[src/rtl/alu_pkg.sv]
// rtl/alu_pkg.sv - shared ALU types and constants for the sequential divider
package alu_pkg;

   localparam int ALU_W      = 16;
   localparam int ITER_CNT_W = 4;

   localparam logic [ALU_W-1:0] DIVZ_QUOT_DEF = 16'hFFFF;

   typedef enum logic [1:0] {
      IDLE = 2'd0,
      CALC = 2'd1,
      DONE = 2'd2
   } div_state_t;

`ifdef DIV_SIGNED_EN
   // Two's complement negate when s is set; 0x8000 maps onto itself.
   function automatic logic [ALU_W-1:0] neg_if(input logic [ALU_W-1:0] v, input logic s);
      return s ? (~v + 1'b1) : v;
   endfunction
`endif

endpackage

[src/rtl/Subtractor_16bit.sv]
// rtl/Subtractor_16bit.sv - 16-bit ripple-borrow subtractor, diff = a - b - bin
module Subtractor_16bit (
   input  logic [15:0] a,
   input  logic [15:0] b,
   input  logic        bin,
   output logic [15:0] diff,
   output logic        bout
);

   logic [16:0] borrow;

   always_comb begin
      borrow[0] = bin;
      for (int i = 0; i < 16; i++) begin
         diff[i]       = a[i] ^ b[i] ^ borrow[i];
         borrow[i + 1] = (~a[i] & b[i]) | (~(a[i] ^ b[i]) & borrow[i]);
      end
   end

   assign bout = borrow[16];

endmodule

[src/rtl/div_16bit_seq.sv]
// rtl/div_16bit_seq.sv - sequential restoring divider, one quotient bit per cycle
// Optional signed operands with DIV_SIGNED_EN.
module div_16bit_seq
   import alu_pkg::*;
#(
   parameter int               WIDTH     = ALU_W,
   parameter logic [WIDTH-1:0] DIVZ_QUOT = DIVZ_QUOT_DEF
) (
   input  logic             clk,
   input  logic             rst,
   input  logic             start,
   input  logic [WIDTH-1:0] dividend,
   input  logic [WIDTH-1:0] divisor,
   output logic             busy,
   output logic             done,
   output logic [WIDTH-1:0] quotient,
   output logic [WIDTH-1:0] remainder,
   output logic             div_by_zero
);

   div_state_t            state;
   logic [WIDTH-1:0]      q;
   logic [WIDTH-1:0]      r;
   logic [WIDTH-1:0]      d;
   logic [ITER_CNT_W-1:0] cnt;

   logic [WIDTH-1:0] rs;
   logic [WIDTH-1:0] diff;
   logic             bout;
   logic             msb;
   logic             qbit;
   logic [WIDTH-1:0] r_next;
   logic [WIDTH-1:0] q_next;
   logic [WIDTH-1:0] a_cap;
   logic [WIDTH-1:0] b_cap;

`ifdef DIV_SIGNED_EN
   logic sq;
   logic sr;

   assign a_cap = neg_if(dividend, dividend[WIDTH-1]);
   assign b_cap = neg_if(divisor, divisor[WIDTH-1]);
`else
   assign a_cap = dividend;
   assign b_cap = divisor;
`endif

   // msb is the 17th bit of the shifted partial remainder; when set, Rs >= D always.
   assign msb    = r[WIDTH-1];
   assign rs     = {r[WIDTH-2:0], q[WIDTH-1]};
   assign qbit   = msb | ~bout;
   assign r_next = qbit ? diff : rs;
   assign q_next = {q[WIDTH-2:0], qbit};

   Subtractor_16bit u_sub (
      .a    (rs),
      .b    (d),
      .bin  (1'b0),
      .diff (diff),
      .bout (bout)
   );

   always_ff @(posedge clk) begin
      if (rst) begin
         state       <= IDLE;
         busy        <= 1'b0;
         done        <= 1'b0;
         quotient    <= '0;
         remainder   <= '0;
         div_by_zero <= 1'b0;
         cnt         <= '0;
         q           <= '0;
         r           <= '0;
         d           <= '0;
`ifdef DIV_SIGNED_EN
         sq          <= 1'b0;
         sr          <= 1'b0;
`endif
      end else begin
         case (state)
            IDLE: begin
               // Nothing toggles here without start so the clock can be gated off.
               if (start) begin
                  q    <= a_cap;
                  r    <= '0;
                  d    <= b_cap;
                  cnt  <= '0;
                  busy <= 1'b1;
`ifdef DIV_SIGNED_EN
                  sq   <= dividend[WIDTH-1] ^ divisor[WIDTH-1];
                  sr   <= dividend[WIDTH-1];
`endif
                  if (divisor == '0) begin
                     state       <= DONE;
                     done        <= 1'b1;
                     quotient    <= DIVZ_QUOT;
                     remainder   <= dividend;
                     div_by_zero <= 1'b1;
                  end else begin
                     state <= CALC;
                  end
               end
            end

            CALC: begin
               q   <= q_next;
               r   <= r_next;
               cnt <= cnt + 1'b1;
               if (cnt == {ITER_CNT_W{1'b1}}) begin
                  state       <= DONE;
                  done        <= 1'b1;
                  div_by_zero <= 1'b0;
`ifdef DIV_SIGNED_EN
                  quotient    <= neg_if(q_next, sq);
                  remainder   <= neg_if(r_next, sr);
`else
                  quotient    <= q_next;
                  remainder   <= r_next;
`endif
               end
            end

            DONE: begin
               state <= IDLE;
               done  <= 1'b0;
               busy  <= 1'b0;
            end

            default: begin
               state <= IDLE;
               done  <= 1'b0;
               busy  <= 1'b0;
            end
         endcase
      end
   end

endmodule
[config.mk]
export PLATFORM = sky130hd
export DESIGN_NAME = div_16bit_seq
export DESIGN_NICKNAME = d
export VERILOG_FILES = /design/src/rtl/alu_pkg.sv /design/src/rtl/Subtractor_16bit.sv /design/src/rtl/div_16bit_seq.sv
export SDC_FILE = /design/constraint.sdc
export NUM_CORES = 1
export LEC_CHECK = 0
export CORE_MARGIN = 2
export CORE_UTILIZATION = 50
export DETAILED_ROUTE_END_ITERATION = 7
export PLACE_DENSITY_LB_ADDON = 0.1
export SLEW_MARGIN = 0
export SYNTH_ARGS = -nofsm -noshare
export SYNTH_HDL_FRONTEND = slang
export SYNTH_HIERARCHICAL = 1
export SYNTH_SLANG_ARGS = --single-unit
[constraint.sdc]
create_clock -name clk -period 22.6 [get_ports clk]
set_input_delay 4.52 -clock clk [delete_from_list [all_inputs] [get_ports clk]]
set_output_delay 4.52 -clock clk [all_outputs]
set_load 0.01 [all_outputs]
Yosys cells after proc, flatten, opt, wreduce, memory -nomap -nowiden --
Index checks and enable logic that the tools add are counted.
Storage, ports and cells: flip-flop bits (word level) 89, input port bits 35, output and inout bits 35, logic and storage cells 163
Cells by class: add/sub/neg operators 1, equality and inequality tests 5, multiplexer cells 27, bitwise operators 111, reductions and logical operators 9
Operators by type and width (count):
- 2-to-1 mux 16 bit | 9
- one-hot mux 16 bit (2 select lines) | 4
- NOT 1 bit | 33
- AND 1 bit | 31
- XOR 1 bit | 31
- zero test 16 bit | 1
- OR 1 bit | 16
- one-hot mux 4 bit (2 select lines) | 1
- AND reduction 2 bit | 4
- 2-to-1 mux 2 bit | 3
- inequality test 2 bit, second input constant | 3
- one-hot mux 1 bit (2 select lines) | 3
- 2-to-1 mux 1 bit | 5
- adder 4 x 1 -> 4 bit, second input constant | 1
- == test 4 bit, second input constant | 1
- 2-to-1 mux 4 bit | 1
- one-hot mux 2 bit (2 select lines) | 1
- AND reduction 4 bit | 1
- AND reduction 3 bit | 1
- == test 2 x 1 -> 1 bit, second input constant | 1
- zero test 2 bit | 1
- nonzero test 2 bit | 1

Longest topological paths before layout --
depth after elaboration 37, mapped depth 26, gate-level depth less buffers 24

By module --
The synthesis kept the hierarchy.
Modules (own cells, without submodules):
- div_16bit_seq | instances 1, cells an instance 419, area an instance 3861.2 sq um, seq. area each 1781.7 sq um
- Subtractor_16bit | instances 1, cells an instance 50, area an instance 447.9 sq um, seq. area each 0.0 sq um

Worst setup path before layout --
No wires, ideal clock.
path type register -> register, from register q[15], to register remainder[10], setup time 0.145 ns, arrival 7.083 ns, data required time 22.455 ns, slack 15.373 ns, cell stages (with the launch flop) 26, buffers on the path 2, period minus slack after synthesis 7.227 ns, path through dfxtp_1 -> fa_1 -> inv_1 -> fa_1 -> fa_1 -> fa_1 -> fa_1 -> fa_1 -> fa_1 -> fa_1 -> fa_1 -> fa_1 -> fa_1 -> fa_1 -> fa_1 -> fa_1 -> fa_1 -> inv_1 -> fa_1 -> inv_1 -> nand2b_1 -> buf_2 -> buf_4 -> mux2_2 -> mux2i_1 -> a211oi_2
On the way: longest elaborated chain between the ends 37, elaborated cells between the ends (all ways) 38, those cells by class 3 x mux; 35 x bitwise
RTL lines:
- start: declaration | line div_16bit_seq.sv:22 | logic [WIDTH-1:0] q;
- start signal: assignment | line div_16bit_seq.sv:84 | q <= a_cap;
- start signal: assignment | line div_16bit_seq.sv:106 | q <= q_next;
- NOT 1 bit | line Subtractor_16bit.sv:16 | borrow[i + 1] = (~a[i] & b[i]) | (~(a[i] ^ b[i]) & borrow[i]);
- AND 1 bit (2 in a row) | line Subtractor_16bit.sv:16
- OR 1 bit | line Subtractor_16bit.sv:16
- AND 1 bit | line Subtractor_16bit.sv:16
- OR 1 bit | line Subtractor_16bit.sv:16
- AND 1 bit | line Subtractor_16bit.sv:16
- OR 1 bit | line Subtractor_16bit.sv:16
- AND 1 bit | line Subtractor_16bit.sv:16
- [... 21 more ...]
- AND 1 bit | line Subtractor_16bit.sv:16
- OR 1 bit | line Subtractor_16bit.sv:16
- net bout | line div_16bit_seq.sv:29 | logic bout;
- NOT 1 bit | line div_16bit_seq.sv:51 | assign qbit = msb | ~bout;
- OR 1 bit | line div_16bit_seq.sv:51
- 2-to-1 mux 16 bit | line div_16bit_seq.sv:52 | assign r_next = qbit ? diff : rs;
- 2-to-1 mux 16 bit | line div_16bit_seq.sv:109 | if (cnt == {ITER_CNT_W{1'b1}}) begin
- one-hot mux 16 bit (2 select lines) | line div_16bit_seq.sv:80 | case (state)
- end signal: assignment | line div_16bit_seq.sv:97 | remainder <= dividend;
- end signal: assignment | line div_16bit_seq.sv:118 | remainder <= r_next;
- end: declaration | line div_16bit_seq.sv:17 | output logic [WIDTH-1:0] remainder,
The timed path passes the listed nets, and every way through them passes these cells. The select of a mux whose other input is x is not followed. A chain may end at the register's enable or synchronous reset.

Worst setup path after layout --
from register q[15], to register remainder[12]
The elaborated chain is that of the path after synthesis.

==> run_results.csv <==
group,metric,value,unit
clocking,clock_tree.buffer_depth,2,
routing,via_per_inst,5.478,
timing,report.final.setup_viol,0,
global_route,grt_first_pass_wirelength,16270,µm
run,max_cap_viol_count,0,
setup_path,worstSetupPathType,"flop to flop",
clocking,cts_num_sinks,89,
clocking,numCtsBuffers,9,
place,place.gp.congestion,0.8018,
timing,max_slew_margin,17.13,%
power_and_ir_drop,power.leakage,1.906,nW
timing,fin_crit_sh,34.45,%
floorplan,die-height,96.84,µm
yosys,syn_avg_cell_area,9.188,µm²
finish,finalCoreUtilization,62.19,%
clocking,clock_tree.root_cell,"sky130_fd_sc_hd__clkbuf_8",
routing,route.detailed.drc,0,
yosys,synth.ff_latch_count,89,
yosys,syn-cell-area,4309,µm²
routing,routed_wl,9636,µm
finish,proportion_of_layout_cells_with_a_drive_suffix_above_1,10.19,%
power_and_ir_drop,power_density,83.43,nW/µm²
routing,detail_route.first_pass.iterations,4,
yosys,synth_async_sr_flop_share,0,%
place,dp_hpwl,6698,µm
yosys,synth.net_count,521,
setup_path,timing.critical_path.from,"q[15]",
timing,timing_hold_violations_final,0,
yosys,edff_count_synth,0,
yosys,synth_sequential_area_ratio,41.35,%
floorplan,full_die_area,9377,µm²
finish,fin_cells,625,
clocking,clock_tree_from_tritoncts,"done",
global_route,grt_max_degree,92,
clocking,post-cts-setup-buffer-count,0,
setup_path,critPathMaxStageDelay,570,ps
setup_path,critPathArrivalTime,8000,ps
timing,setup_total_negative_slack,0,ps
place,placed_cells_incl_taps,609,
outcome,result_of_the_run,"finished, final reports clean",
clocking,clk-insertion-delay-late,370,ps
global_route,grt_antenna_before_repair,0,
floorplan,core.rowCount,33,
setup_path,cpMostUsedCell,"sky130_fd_sc_hd__fa_1",
clocking,post_cts_resized,0,
finish,area_delta_synth_final,19.77,%
timing,clock_skew,9.976,ps
clocking,clk_transition_reported_paths,90,ps
place,io_buffer_count,69,
hold_path,hold_path_class,"flop to flop",
power_and_ir_drop,vdd_ir_drop_max,0.00004427,V
timing,layout_setup_ws,14820,ps
yosys,yosys_most_used_dff,"sky130_fd_sc_hd__dfxtp_1",
timing,tightest_slew,1242,ps
timing,rsz0062_at_grt,"no",
setup_path,critPathRequiredTime,22820,ps
yosys,netlist_instances,469,
finish,diodes,0,
setup_path,worst_setup_path_start_kind,"flop",
setup_path,timing.critical_path.cells,"fa_1 -> inv_1 -> fa_1 -> fa_1 -> fa_1 -> fa_1 -> fa_1 -> fa_1 -> fa_1 -> fa_1 -> fa_1 -> fa_1 -> fa_1 -> fa_1 -> fa_1 -> fa_1 -> inv_1 -> fa_1 -> inv_1 -> nand2b_1 -> mux2_2 -> mux2i_1 -> a211oi_2",
clocking,post_cts_hold_buffer_count,0,
yosys,synth-warning-count,6,
floorplan,chipWidth,96.84,µm
routing,dr.first_iter.drc_count,146,
timing,final-max-slew-violation-count,0,
setup_path,worst_r2r_startpoint,"q[15]",
global_route,first_global_vias,3342,
routing,post_drt_wl_per_cell,15.42,µm
setup_path,crit_path_end_kind,"flop",
timing,achievable_freq,0.1285,GHz
floorplan,initial_utilization,51.92,%
routing,final_antenna_net_count,0,
floorplan,io-pin-count,70,
global_route,gr_overflow_total,0,
timing,finalHoldWorstSlack,460.3,ps
finish,layout.nets,567,
yosys,netlist-cell-type-count,42,
clocking,clock_tree.htree_level_count,3,
finish,mostFrequentLayoutCells,"sky130_fd_sc_hd__dfxtp_1 (89), sky130_fd_sc_hd__clkdlybuf4s50_1 (68), sky130_fd_sc_hd__nor2_1 (54)",
setup_path,cpMaxStageDelayCell,"sky130_fd_sc_hd__nand2b_1",
place,place_worst_setup_slack,14830,ps
floorplan,core_region_area,8299,µm²
timing,post-route-min-period,7785,ps
setup_path,crit_fanout,17,
finish,mostFrequentLayoutCell,"sky130_fd_sc_hd__dfxtp_1",
hold_path,hold_start,"d[15]",
global_route,groute.usage.overall,21.36,%
routing,route.vias.total,3424,
[power by group]
group	internal (mW)	leakage (nW)	total [mW]	switching, mW
Sequential	0.169	0.728	0.179	0.00982
Clock	0.0634	0.115	0.124	0.0608
Combinational	0.0606	1.06	0.127	0.0665
Total	0.293	1.91	0.431	0.137
[cell type report]
| cell class | count | area, µm² |
|---|---|---|
| flip-flops and latches | 89 | 1782 |
| fillers | 711 | 3138 |
| multi-input cells | 306 | 2177 |
| inverters | 37 | 138.9 |
| repair buffers | 72 | 708.2 |
| clock buffers | 9 | 123.9 |
| well taps | 105 | 131.4 |
| clock inverters | 7 | 100.1 |
[Yosys cell counts (2+ instances only)]
| master | n | share of area (%) |
|---|---|---|
| sky130_fd_sc_hd__a211oi_1 | 18 | 3.1 |
| sky130_fd_sc_hd__nor3_1 | 18 | 2.1 |
| sky130_fd_sc_hd__fa_1 | 16 | 7.4 |
| sky130_fd_sc_hd__dfxtp_1 | 89 | 41 |
| sky130_fd_sc_hd__nor2_1 | 55 | 4.8 |
| sky130_fd_sc_hd__buf_2 | 15 | 1.7 |
| sky130_fd_sc_hd__mux2i_1 | 31 | 7.2 |
| sky130_fd_sc_hd__buf_4 | 4 | 0.70 |
| sky130_fd_sc_hd__nand2_1 | 41 | 3.6 |
| sky130_fd_sc_hd__nand4_1 | 2 | 0.29 |
| sky130_fd_sc_hd__a211oi_2 | 13 | 3.8 |
| sky130_fd_sc_hd__clkbuf_1 | 12 | 1.0 |
| sky130_fd_sc_hd__nand3_1 | 2 | 0.23 |
| sky130_fd_sc_hd__inv_1 | 37 | 3.2 |
| sky130_fd_sc_hd__a22oi_1 | 18 | 3.1 |
| sky130_fd_sc_hd__a21oi_1 | 48 | 5.6 |
| sky130_fd_sc_hd__and2_1 | 2 | 0.29 |
| sky130_fd_sc_hd__mux2_2 | 15 | 3.9 |
| sky130_fd_sc_hd__buf_6 | 4 | 1.0 |
| sky130_fd_sc_hd__nor4_1 | 4 | 0.58 |
| sky130_fd_sc_hd__nand2b_1 | 4 | 0.58 |
[metal layers]
metal  part of all wire (%)  GRT usage [%]  up-vias
li1                       -              -     1701
met1                     46          27.75     1655
met2                     48          34.94       52
met3                    3.3          4.480       16
met4                    1.9          8.234        0
met5                      0              0        -
[path summary, 6_finish.rpt]
kind,endpoint,slack [ps],cells after the start
worst max-delay path,remainder[12],14820,23
worst max register to register,remainder[12],14820,23
worst min-delay path,d[15],460,2
worst min register to register,d[15],460,2
[worst max-delay path: cells and delay by family, from the launching register on]
| kind | cells | cell delay (ps) |
|---|---|---|
| DFF | 1 | 390 |
| and+or+nand+nor | 1 | 570 |
| buffers and inverters | 3 | 190 |
| adders and majority gates | 16 | 5750 |
| muxes | 2 | 630 |
| AOI/OAI and AO/OA | 1 | 90 |
[flip-flops by register name, summed over array words and instances (netlist names)]
signal,count
state,2
done,1
div_by_zero,1
r,16
cnt,4
remainder,16
busy,1
quotient,16
q,16
d,16
[stage by stage]
step,power [mW],instance area (µm²)
floorplan,0.2766,4309
global placement,0.3074,4937
detailed placement,0.3102,4937
CTS,0.4333,5161
global route,0.4561,5161
finish,0.4306,5161
[cells by family after synthesis]
family / share of synthesized area (%)
XOR/XNOR: 0.2033
other: 0.08702
adder cells (fa/ha/maj): 7.724
multiplexers: 11.12
AO/OA/AOI/OAI: 18.23
AND/OR/NAND/NOR: 12.98
buffers and inverters: 8.304
flip-flops: 41.35
Note: power is estimated with default switching activity, not from simulation.
